File: config.mk
export PLATFORM = sky130hd
export DESIGN_NAME = spi_arbiter
export DESIGN_NICKNAME = d
export VERILOG_FILES = /design/src/rtl/spi_arb_pkg.sv /design/src/rtl/spi_arb_guard_timer.sv /design/src/rtl/spi_arbiter.sv
export SDC_FILE = /design/constraint.sdc
export NUM_CORES = 1
export LEC_CHECK = 0
export CORE_MARGIN = 2
export CORE_UTILIZATION = 49
export DETAILED_ROUTE_END_ITERATION = 8
export PLACE_DENSITY_LB_ADDON = 0.15
export REMOVE_ABC_BUFFERS = 1
export SLEW_MARGIN = 20
export SYNTH_ARGS = -nofsm -noshare
export SYNTH_HDL_FRONTEND = slang
export SYNTH_HIERARCHICAL = 1
export SYNTH_SLANG_ARGS = --single-unit
export TNS_END_PERCENT = 5
File: constraint.sdc
create_clock -name raw_clk -period 3.6 [get_ports raw_clk]
set_input_delay 0.72 -clock raw_clk [delete_from_list [all_inputs] [get_ports raw_clk]]
set_output_delay 0.72 -clock raw_clk [all_outputs]
set_load 0.02 [all_outputs]
File: src/rtl/spi_arb_pkg.sv
// Shared types and constants for the SPI arbiter: FSM state encoding, grant
// encodings, default guard-cycle counts and the guard-timer load helper.
package spi_arb_pkg;

    typedef enum logic [2:0] {
        IDLE      = 3'd0,
        SETUP     = 3'd1,
        LOAD      = 3'd2,
        WAIT_BUSY = 3'd3,
        WAIT_DONE = 3'd4,
        HOLD      = 3'd5
    } arb_state_e;

    localparam logic [1:0] GRANT_NONE = 2'b00;
    localparam logic [1:0] GRANT_0    = 2'b01;
    localparam logic [1:0] GRANT_1    = 2'b10;

    localparam int DEF_CS_SETUP_CYCLES = 4;
    localparam int DEF_CS_HOLD_CYCLES  = 4;
    localparam int DEF_TIMEOUT_CYCLES  = 1023;

    localparam int TIMER_W = 16;

    // The timer is done when it reads 0, so an N-cycle interval loads N-1.
    function automatic logic [TIMER_W-1:0] guard_load(input int cycles);
        return (cycles > 0) ? TIMER_W'(cycles - 1) : '0;
    endfunction

endpackage

File: src/rtl/spi_arb_guard_timer.sv
// Loadable down-counter with a done flag; shared by the CS setup interval,
// the CS hold interval and the spi_busy timeout.
module spi_arb_guard_timer
    import spi_arb_pkg::*;
#(
    parameter int W = TIMER_W
) (
    input  logic         raw_clk,
    input  logic         reset,
    input  logic         load,
    input  logic         en,
    input  logic [W-1:0] load_value,
    output logic         done
);

    logic [W-1:0] count;

    // NOTE: sequential state is always written with <= so every flop samples
    // pre-edge values, independent of block evaluation order.
    always_ff @(posedge raw_clk or negedge reset) begin
        if (!reset) begin
            count <= '0;
        end else if (load) begin
            count <= load_value;
        end else if (en && count != '0) begin
            count <= count - 1'b1;
        end
    end

    assign done = (count == '0);

endmodule

File: src/rtl/spi_arbiter.sv
// Round-robin burst arbiter sharing one SPI master between the CPU register
// path (requester 0) and the ROM loader (requester 1). Define SPI_ARB_TIMEOUT_EN
// to enable the spi_busy timeout and the sticky error flag.
module spi_arbiter
    import spi_arb_pkg::*;
#(
    parameter int CS_SETUP_CYCLES = DEF_CS_SETUP_CYCLES,
    parameter int CS_HOLD_CYCLES  = DEF_CS_HOLD_CYCLES,
    parameter int TIMEOUT_CYCLES  = DEF_TIMEOUT_CYCLES
) (
    input  logic       raw_clk,
    input  logic       reset,
    input  logic       req0_valid,
    input  logic       req1_valid,
    input  logic       req0_last,
    input  logic       req1_last,
    input  logic [7:0] req0_data,
    input  logic [7:0] req1_data,
    input  logic [2:0] req0_divisor,
    input  logic [2:0] req1_divisor,
    output logic       req0_ready,
    output logic       req1_ready,
    output logic       req0_rx_valid,
    output logic       req1_rx_valid,
    output logic [7:0] rx_data,
    output logic [1:0] grant,
    output logic       error,
    output logic       spi_start,
    output logic [7:0] spi_data_tx,
    output logic [2:0] spi_divisor,
    input  logic       spi_busy,
    input  logic [7:0] spi_data_rx,
    output logic       spi_cs
);

    arb_state_e         state;
    logic               owner;
    logic               ptr;
    logic               last_q;
    logic               pick;
    logic               own_valid;
    logic               own_last;
    logic [7:0]         own_data;
    logic               tmr_load;
    logic               tmr_en;
    logic [TIMER_W-1:0] tmr_value;
    logic               tmr_done;
    logic               timeout_hit;
    logic               burst_end;
    logic               release_now;

    assign own_valid = owner ? req1_valid : req0_valid;
    assign own_last  = owner ? req1_last  : req0_last;
    assign own_data  = owner ? req1_data  : req0_data;

    // NOTE: every always_comb output gets a default first so no path can
    // infer a latch.
    always_comb begin
        pick = req1_valid;
        if (req0_valid && req1_valid) begin
            pick = ptr;
        end
    end

    always_comb begin
        tmr_load  = 1'b0;
        tmr_en    = 1'b0;
        tmr_value = '0;
        unique case (state)
            IDLE: begin
                tmr_load  = 1'b1;
                tmr_value = guard_load(CS_SETUP_CYCLES);
            end
            SETUP: tmr_en = 1'b1;
            LOAD: begin
                tmr_load  = 1'b1;
                tmr_value = guard_load(TIMEOUT_CYCLES);
            end
            WAIT_BUSY: begin
                // On expiry the same counter is re-armed for the hold interval.
                if (tmr_done) begin
                    tmr_load  = 1'b1;
                    tmr_value = guard_load(CS_HOLD_CYCLES);
                end else begin
                    tmr_en = 1'b1;
                end
            end
            WAIT_DONE: begin
                tmr_load  = 1'b1;
                tmr_value = guard_load(CS_HOLD_CYCLES);
            end
            HOLD: tmr_en = 1'b1;
            default: ;
        endcase
    end

    spi_arb_guard_timer #(.W(TIMER_W)) u_guard_timer (
        .raw_clk    (raw_clk),
        .reset      (reset),
        .load       (tmr_load),
        .en         (tmr_en),
        .load_value (tmr_value),
        .done       (tmr_done)
    );

`ifdef SPI_ARB_TIMEOUT_EN
    logic error_q;
    assign timeout_hit = (state == WAIT_BUSY) && !spi_busy && tmr_done;
    assign error       = error_q;
`else
    assign timeout_hit = 1'b0;
    assign error       = 1'b0;
`endif

    // A zero hold time releases CS on the same edge that would enter HOLD.
    assign burst_end   = ((state == WAIT_DONE) && !spi_busy && last_q) || timeout_hit;
    assign release_now = ((state == HOLD) && tmr_done) ||
                         (burst_end && (CS_HOLD_CYCLES == 0));

    always_ff @(posedge raw_clk or negedge reset) begin
        if (!reset) begin
            state         <= IDLE;
            owner         <= 1'b0;
            ptr           <= 1'b0;
            last_q        <= 1'b0;
            grant         <= GRANT_NONE;
            spi_cs        <= 1'b1;
            spi_start     <= 1'b0;
            spi_data_tx   <= '0;
            spi_divisor   <= '0;
            rx_data       <= '0;
            req0_ready    <= 1'b0;
            req1_ready    <= 1'b0;
            req0_rx_valid <= 1'b0;
            req1_rx_valid <= 1'b0;
`ifdef SPI_ARB_TIMEOUT_EN
            error_q       <= 1'b0;
`endif
        end else begin
            req0_ready    <= 1'b0;
            req1_ready    <= 1'b0;
            req0_rx_valid <= 1'b0;
            req1_rx_valid <= 1'b0;

            unique case (state)
                IDLE: begin
                    if (req0_valid || req1_valid) begin
                        owner       <= pick;
                        grant       <= pick ? GRANT_1 : GRANT_0;
                        spi_cs      <= 1'b0;
                        spi_divisor <= pick ? req1_divisor : req0_divisor;
                        state       <= (CS_SETUP_CYCLES > 0) ? SETUP : LOAD;
                    end
                end
                SETUP: begin
                    if (tmr_done) begin
                        state <= LOAD;
                    end
                end
                LOAD: begin
                    // Owner keeps CS and the grant even while its valid is low.
                    if (own_valid) begin
                        spi_data_tx <= own_data;
                        req0_ready  <= ~owner;
                        req1_ready  <= owner;
                        last_q      <= own_last;
                        spi_start   <= 1'b1;
                        state       <= WAIT_BUSY;
                    end
                end
                WAIT_BUSY: begin
                    if (spi_busy) begin
                        spi_start <= 1'b0;
                        state     <= WAIT_DONE;
                    end
`ifdef SPI_ARB_TIMEOUT_EN
                    else if (tmr_done) begin
                        spi_start <= 1'b0;
                        error_q   <= 1'b1;
                        state     <= HOLD;
                    end
`endif
                end
                WAIT_DONE: begin
                    if (!spi_busy) begin
                        rx_data       <= spi_data_rx;
                        req0_rx_valid <= ~owner;
                        req1_rx_valid <= owner;
                        state         <= last_q ? HOLD : LOAD;
                    end
                end
                HOLD: ;
                default: state <= IDLE;
            endcase

            if (release_now) begin
                spi_cs <= 1'b1;
                grant  <= GRANT_NONE;
                ptr    <= ~owner;
                state  <= IDLE;
            end
        end
    end

endmodule

# Word-level counts from Yosys, hierarchy flattened
# Cells that the tools add are included.
[totals] ff_bits=49 input_bits=37 out_inout_bits=28 elab_cells=90
[op_classes] add_sub_neg=1 eq_ne=13 n_mux=39 bitwise=2 reduce_logical=20
[op_table] op="16-bit 2-to-1 mux" n=2
[op_table] op="10-bit one-hot mux with 3 select lines" n=1
[op_table] op="3-bit 2-to-1 mux" n=8
[op_table] op="1-bit 2-to-1 mux" n=18
[op_table] op="3-bit one-hot mux with 6 select lines" n=1
[op_table] op="16-bit logical NOT" n=1
[op_table] op="16-bit nonzero test" n=1
[op_table] op="16-bit by 1-bit subtractor with 16-bit output (second input constant)" n=1
[op_table] op="3-bit != test (second input constant)" n=5
[op_table] op="2-bit 2-to-1 mux" n=5
[op_table] op="8-bit 2-to-1 mux" n=1
[op_table] op="2-bit AND reduction" n=4
[op_table] op="2-bit nonzero test" n=4
[op_table] op="3-bit by 2-bit equality test with 1-bit output (second input constant)" n=2
[op_table] op="3-bit equality test (second input constant)" n=2
[op_table] op="2-bit != test (second input constant)" n=3
[op_table] op="1-bit one-hot mux with 2 select lines" n=3
[op_table] op="6-bit AND reduction" n=1
[op_table] op="2-bit OR reduction" n=2
[op_table] op="3-bit by 1-bit equality test with 1-bit output (second input constant)" n=1
[op_table] op="1-bit logical AND" n=3
[op_table] op="3-bit logical NOT" n=1
[op_table] op="3-bit AND reduction" n=1
[op_table] op="3-bit OR reduction" n=1
[op_table] op="2 further kinds" n=3

# Depth between registers and ports, before layout
[depth] ltp_word=6 mapped_depth=12 mapped_depth_nobuf=11

# Cells and area by module
# The synthesis kept the hierarchy.
[by_module_without_submodules] mod="spi_arbiter" instances=1 cells_per_inst=134 area_per_inst_um2=1590.3 seq_area_each_um2=827.0
[by_module_without_submodules] mod="spi_arb_guard_timer" instances=1 cells_per_inst=124 area_per_inst_um2=1063.5 seq_area_each_um2=400.4

# Least setup slack after synthesis
# No wires, ideal clock.
[synth_path] path_kind="register to register" start="register u_guard_timer.count[0]" end="register u_guard_timer.count[11]" setup_ns=0.082 t_arrival_ns=2.598 required_ns=3.518 path_slack_ns=0.920 stages_incl_launch_ff=12 path_buffers=0 period_less_slack_ns=2.680 cell_sequence="dfrtp_1 inv_1 ha_1 nor4b_1 nand4_1 inv_1 o21a_1 nor2_1 nor4b_1 nand2_1 or4_1 a31oi_1"
[synth_between] elab_chain_cells=5 elab_cells_between_ends=11 classes_between="add/sub: 1; mux: 6; reduce/logical: 4"
[synth_lines] item="from (decl)" line="spi_arb_guard_timer.sv:16" rtl="logic [W-1:0] count;"
[synth_lines] item="from (signal assigned)" line="spi_arb_guard_timer.sv:24" rtl="count <= load_value;"
[synth_lines] item="from (signal assigned)" line="spi_arb_guard_timer.sv:26" rtl="count <= count - 1'b1;"
[synth_lines] item="16-bit logical NOT" line="spi_arb_guard_timer.sv:30" rtl="assign done = (count == '0);"
[synth_lines] item="via tmr_done" line="spi_arbiter.sv:47" rtl="logic tmr_done;"
[synth_lines] item="1-bit 2-to-1 mux" line="spi_arbiter.sv:81" rtl="if (tmr_done) begin"
[synth_lines] item="1-bit one-hot mux with 2 select lines" line="spi_arbiter.sv:69" rtl="unique case (state)"
[synth_lines] item="via tmr_en" line="spi_arbiter.sv:45" rtl="logic tmr_en;"
[synth_lines] item="1-bit logical AND" line="spi_arb_guard_timer.sv:25" rtl="end else if (en && count != '0) begin"
[synth_lines] item="2-bit nonzero test (no source line)"
# The timed path passes the listed nets, and every way through them passes these cells. The select of a mux whose other input is x is not followed.
# A chain may end at the register's enable or synchronous reset.

# Worst setup path in the final report
# Same ends and word-level chain as after synthesis.

==> flow_summary.json <==
{
  "hold_viol": 0,
  "rows": 26,
  "cts_made_buffers": 5,
  "maxCapViolCount": 0,
  "via_count": 2194,
  "hold_path.class": "flip-flop to flip-flop",
  "whs_ns": 0.4888,
  "grt_pass1_vias": 2107,
  "hold_start": "spi_cs$_DFFE_PN1P_",
  "synth_edf_count": 0,
  "period_minus_slack_ns": 3.103,
  "numPlacedInstances": 386,
  "initialDrtViolationCount": 95,
  "synth_largest_area_cell": "dfrtp_1",
  "drc_errors": 0,
  "final_area_um2": 3413,
  "grt_max_degree": 37,
  "place_area_um2": 3333,
  "slew_headroom_pct": 45.44,
  "layout.nets": 361,
  "io_pins": 65,
  "comb_power_share_pct": 46.9,
  "clk_latency_ns": 0.30,
  "die-area_um2": 6020,
  "synthesis.instances": 258,
  "internal_power_w": 0.001514,
  "antenna_left": 0,
  "area_growth_pct": 28.62,
  "cts.path.max_buffers": 2,
  "die_h_um": 77.59,
  "regArea_um2": 1227,
  "startpoint": "u_guard_timer/count[0]$_DFFE_PN0P_",
  "cts_setup_buffers": 0,
  "crit_fanout": 7,
  "synth.distinct_cells": 58,
  "synthTopCellsByArea": "dfrtp_1 45%, mux2_2 11%, a21oi_1 2.6%, nor2_1 2.5%, o21ai_0 2.3%",
  "gr-total-overflow": 0,
  "tritoncts": "done",
  "rsz0062_at_grt": "false",
  "vias_per_cell": 5.569,
  "fin_skew_ns": 0.001827,
  "arrival_ns": 3.33,
  "p_per_area_nw_per_um2": 741.2,
  "syn_area_per_cell_um2": 10.29,
  "grt_pass1_wl_mm": 10.16,
  "wl_per_cell_um": 14.79,
  "synth_seq_cells": 49,
  "drv_slew": 0,
  "io_buffers": 63,
  "cts.sinks": 49,
  "firstDrtPassIters": 4,
  "period_share_pct": 86.19,
  "fmax_mhz": 322.3,
  "clockRootBuffer": "clkbuf_8",
  "synth_area_um2": 2654,
  "clkTransAtPathRegs_ns": 0.08,
  "tns_ns": 0,
  "synthArstFlopShare_pct": 100.0,
  "n_fill_cell": 431,
  "worstMarginPinSlew_ns": 0.8184,
  "die_w_um": 77.59,
  "power_switching_w": 0.001016,
  "critPathCaptureType": "flip-flop",
  "fin_util_pct": 65.99,
  "setup_viol": 0,
  "num_antenna_cells": 0,
  "htreeDepth": 2,
  "path_class": "flip-flop to flip-flop",
  "cts_resized": 0,
  "drive_above_1_share_pct": 13.89,
  "fin_cells": 394,
  "synth-main-ff-cell": "dfrtp_1",
  "netlist.area_leader.share_pct": 45.26,
  "ir_drop_uv": 423.1,
  "wl_mm": 5.829,
  "post-dp-hpwl_mm": 4.190,
  "track_usage_pct": 21.04,
  "power_frac_seq_pct": 40.6,
  "routabilityCongestion": 0.8445,
  "hold_buffers": 0,
  "cp.required_ns": 3.83,
  "core_area_um2": 5172,
  "rr_startpoint": "u_guard_timer/count[0]$_DFFE_PN0P_",
  "sw_frac_of_total_pct": 40.15,
  "status": "completed",
  "multiInputGateArea_um2": 1336,
  "power_leakage_nw": 1.384,
  "clkPwrFrac_pct": 12.4,
  "antenna_found_initial": 0,
  "initial_utilization_pct": 51.31,
  "yosys_warnings": 6,
  "ys_seq_area_share_pct": 46.25,
  "startpoint_type": "flip-flop"
}
flip-flops by register name, indices dropped and copies added (netlist names):
register             flops
u_guard_timer/count     16
rx_data                  8
spi_data_tx              8
spi_divisor              3
state                    3
grant                    2
last_q                   1
owner                    1
ptr                      1
req0_ready               1
req0_rx_valid            1
req1_ready               1
req1_rx_valid            1
spi_cs                   1
spi_start                1
per-layer routing:
metal  global-route usage (%)  up-vias  part of all wire [%]
met5                        0        -                     0
met4                    6.429        0                   1.0
met3                    6.395        7                   5.8
met2                    31.38       57                    45
met1                    29.41     1054                    48
li1                         -     1076                     -
synthesized netlist by cell type, drive strengths merged (2+ instances only):
cell    number
a21oi       14
inv         11
a22oi        3
and2         4
a31oi        9
or4          5
nand4        3
nand2b       4
dfrtp       48
or3b         2
buf          5
nand2       16
nor4b        3
nor4         4
nor2        19
or3          3
nand4b       4
mux2i        3
nand3        2
o21ai       18
clkbuf       8
o31ai        2
nor3         8
o41ai        4
mux2        27
nor2b        4
nand3b       5
or4b         2
cell usage in the layout, fill, tap and decap left out, drive strengths merged, types with 5 or more instances in the layout:
cell type / instances
nand2: 16
o21ai: 18
mux2: 27
a21oi: 14
clkdlybuf4s50: 62
dfrtp: 48
nor3: 8
conb: 7
nand3b: 5
clkbuf: 8
inv: 11
a31oi: 9
or4: 5
nor2: 19
final timing paths:
check | slack [ns] | end | cells after the start
min in group asynchronous | 0.50 | spi_divisor[1]$_DFFE_PN0P_ | 1
max in group asynchronous | 2.39 | spi_divisor[0]$_DFFE_PN0P_ | 2
max | 0.50 | u_guard_timer/count[11]$_DFFE_PN0P_ | 11
max reg2reg | 0.50 | u_guard_timer/count[11]$_DFFE_PN0P_ | 11
min | 0.49 | spi_cs$_DFFE_PN1P_ | 2
min reg2reg | 0.49 | spi_cs$_DFFE_PN1P_ | 2
power by group through the flow:
stage	clock, W	combinational (W)	sequential, W
finish	0.000314	0.00119	0.00103
global route	0.000351	0.00130	0.00107
floorplan	0	0.000623	0.00112
CTS	0.000325	0.00120	0.00103
global placement	0	0.00118	0.00103
detailed placement	0	0.00120	0.00103
critical path: stages, from the launching register on:
cell and delay [ns]:
dfrtp_1 0.37, inv_1 0.07, ha_1 0.23, nor4b_1 0.19, nand4_1 0.22, inv_1 0.16
o21a_1 0.21, nor2_1 0.31, nor4b_1 0.38, nand2_1 0.21, or4_1 0.50, a31oi_1 0.17
cell type report:
cell class	instances	area share (%)
Sequential cell	49	35.96
Timing Repair Buffer	65	18.77
Tap cell	70	2.566
Clock buffer	8	2.346
Multi-Input combinational cell	191	39.15
Inverter	11	1.210
cell families (layout without fill, tap and decap cells):
family | after synthesis | after routing | share of synthesized area (%)
AO/OA/AOI/OAI | 61 | 61 | 15.09
XOR/XNOR | 1 | 1 | 0.3301
adder cells (fa/ha/maj) | 1 | 1 | 0.4714
buffers and inverters | 24 | 84 | 4.243
flip-flops | 49 | 49 | 46.25
multiplexers | 30 | 30 | 12.59
other | 1 | 7 | 0.1413
AND/OR/NAND/NOR | 91 | 91 | 20.89
through the flow:
stage / setup slack, ns / power [W]
after floorplan: 0.6114 / 0.001745
after global placement: 0.5875 / 0.002211
after detailed placement: 0.5624 / 0.002226
after CTS: 0.5383 / 0.002549
after global routing: 0.2514 / 0.002727
final: 0.4973 / 0.002530
(Power assumes the default switching activity.)
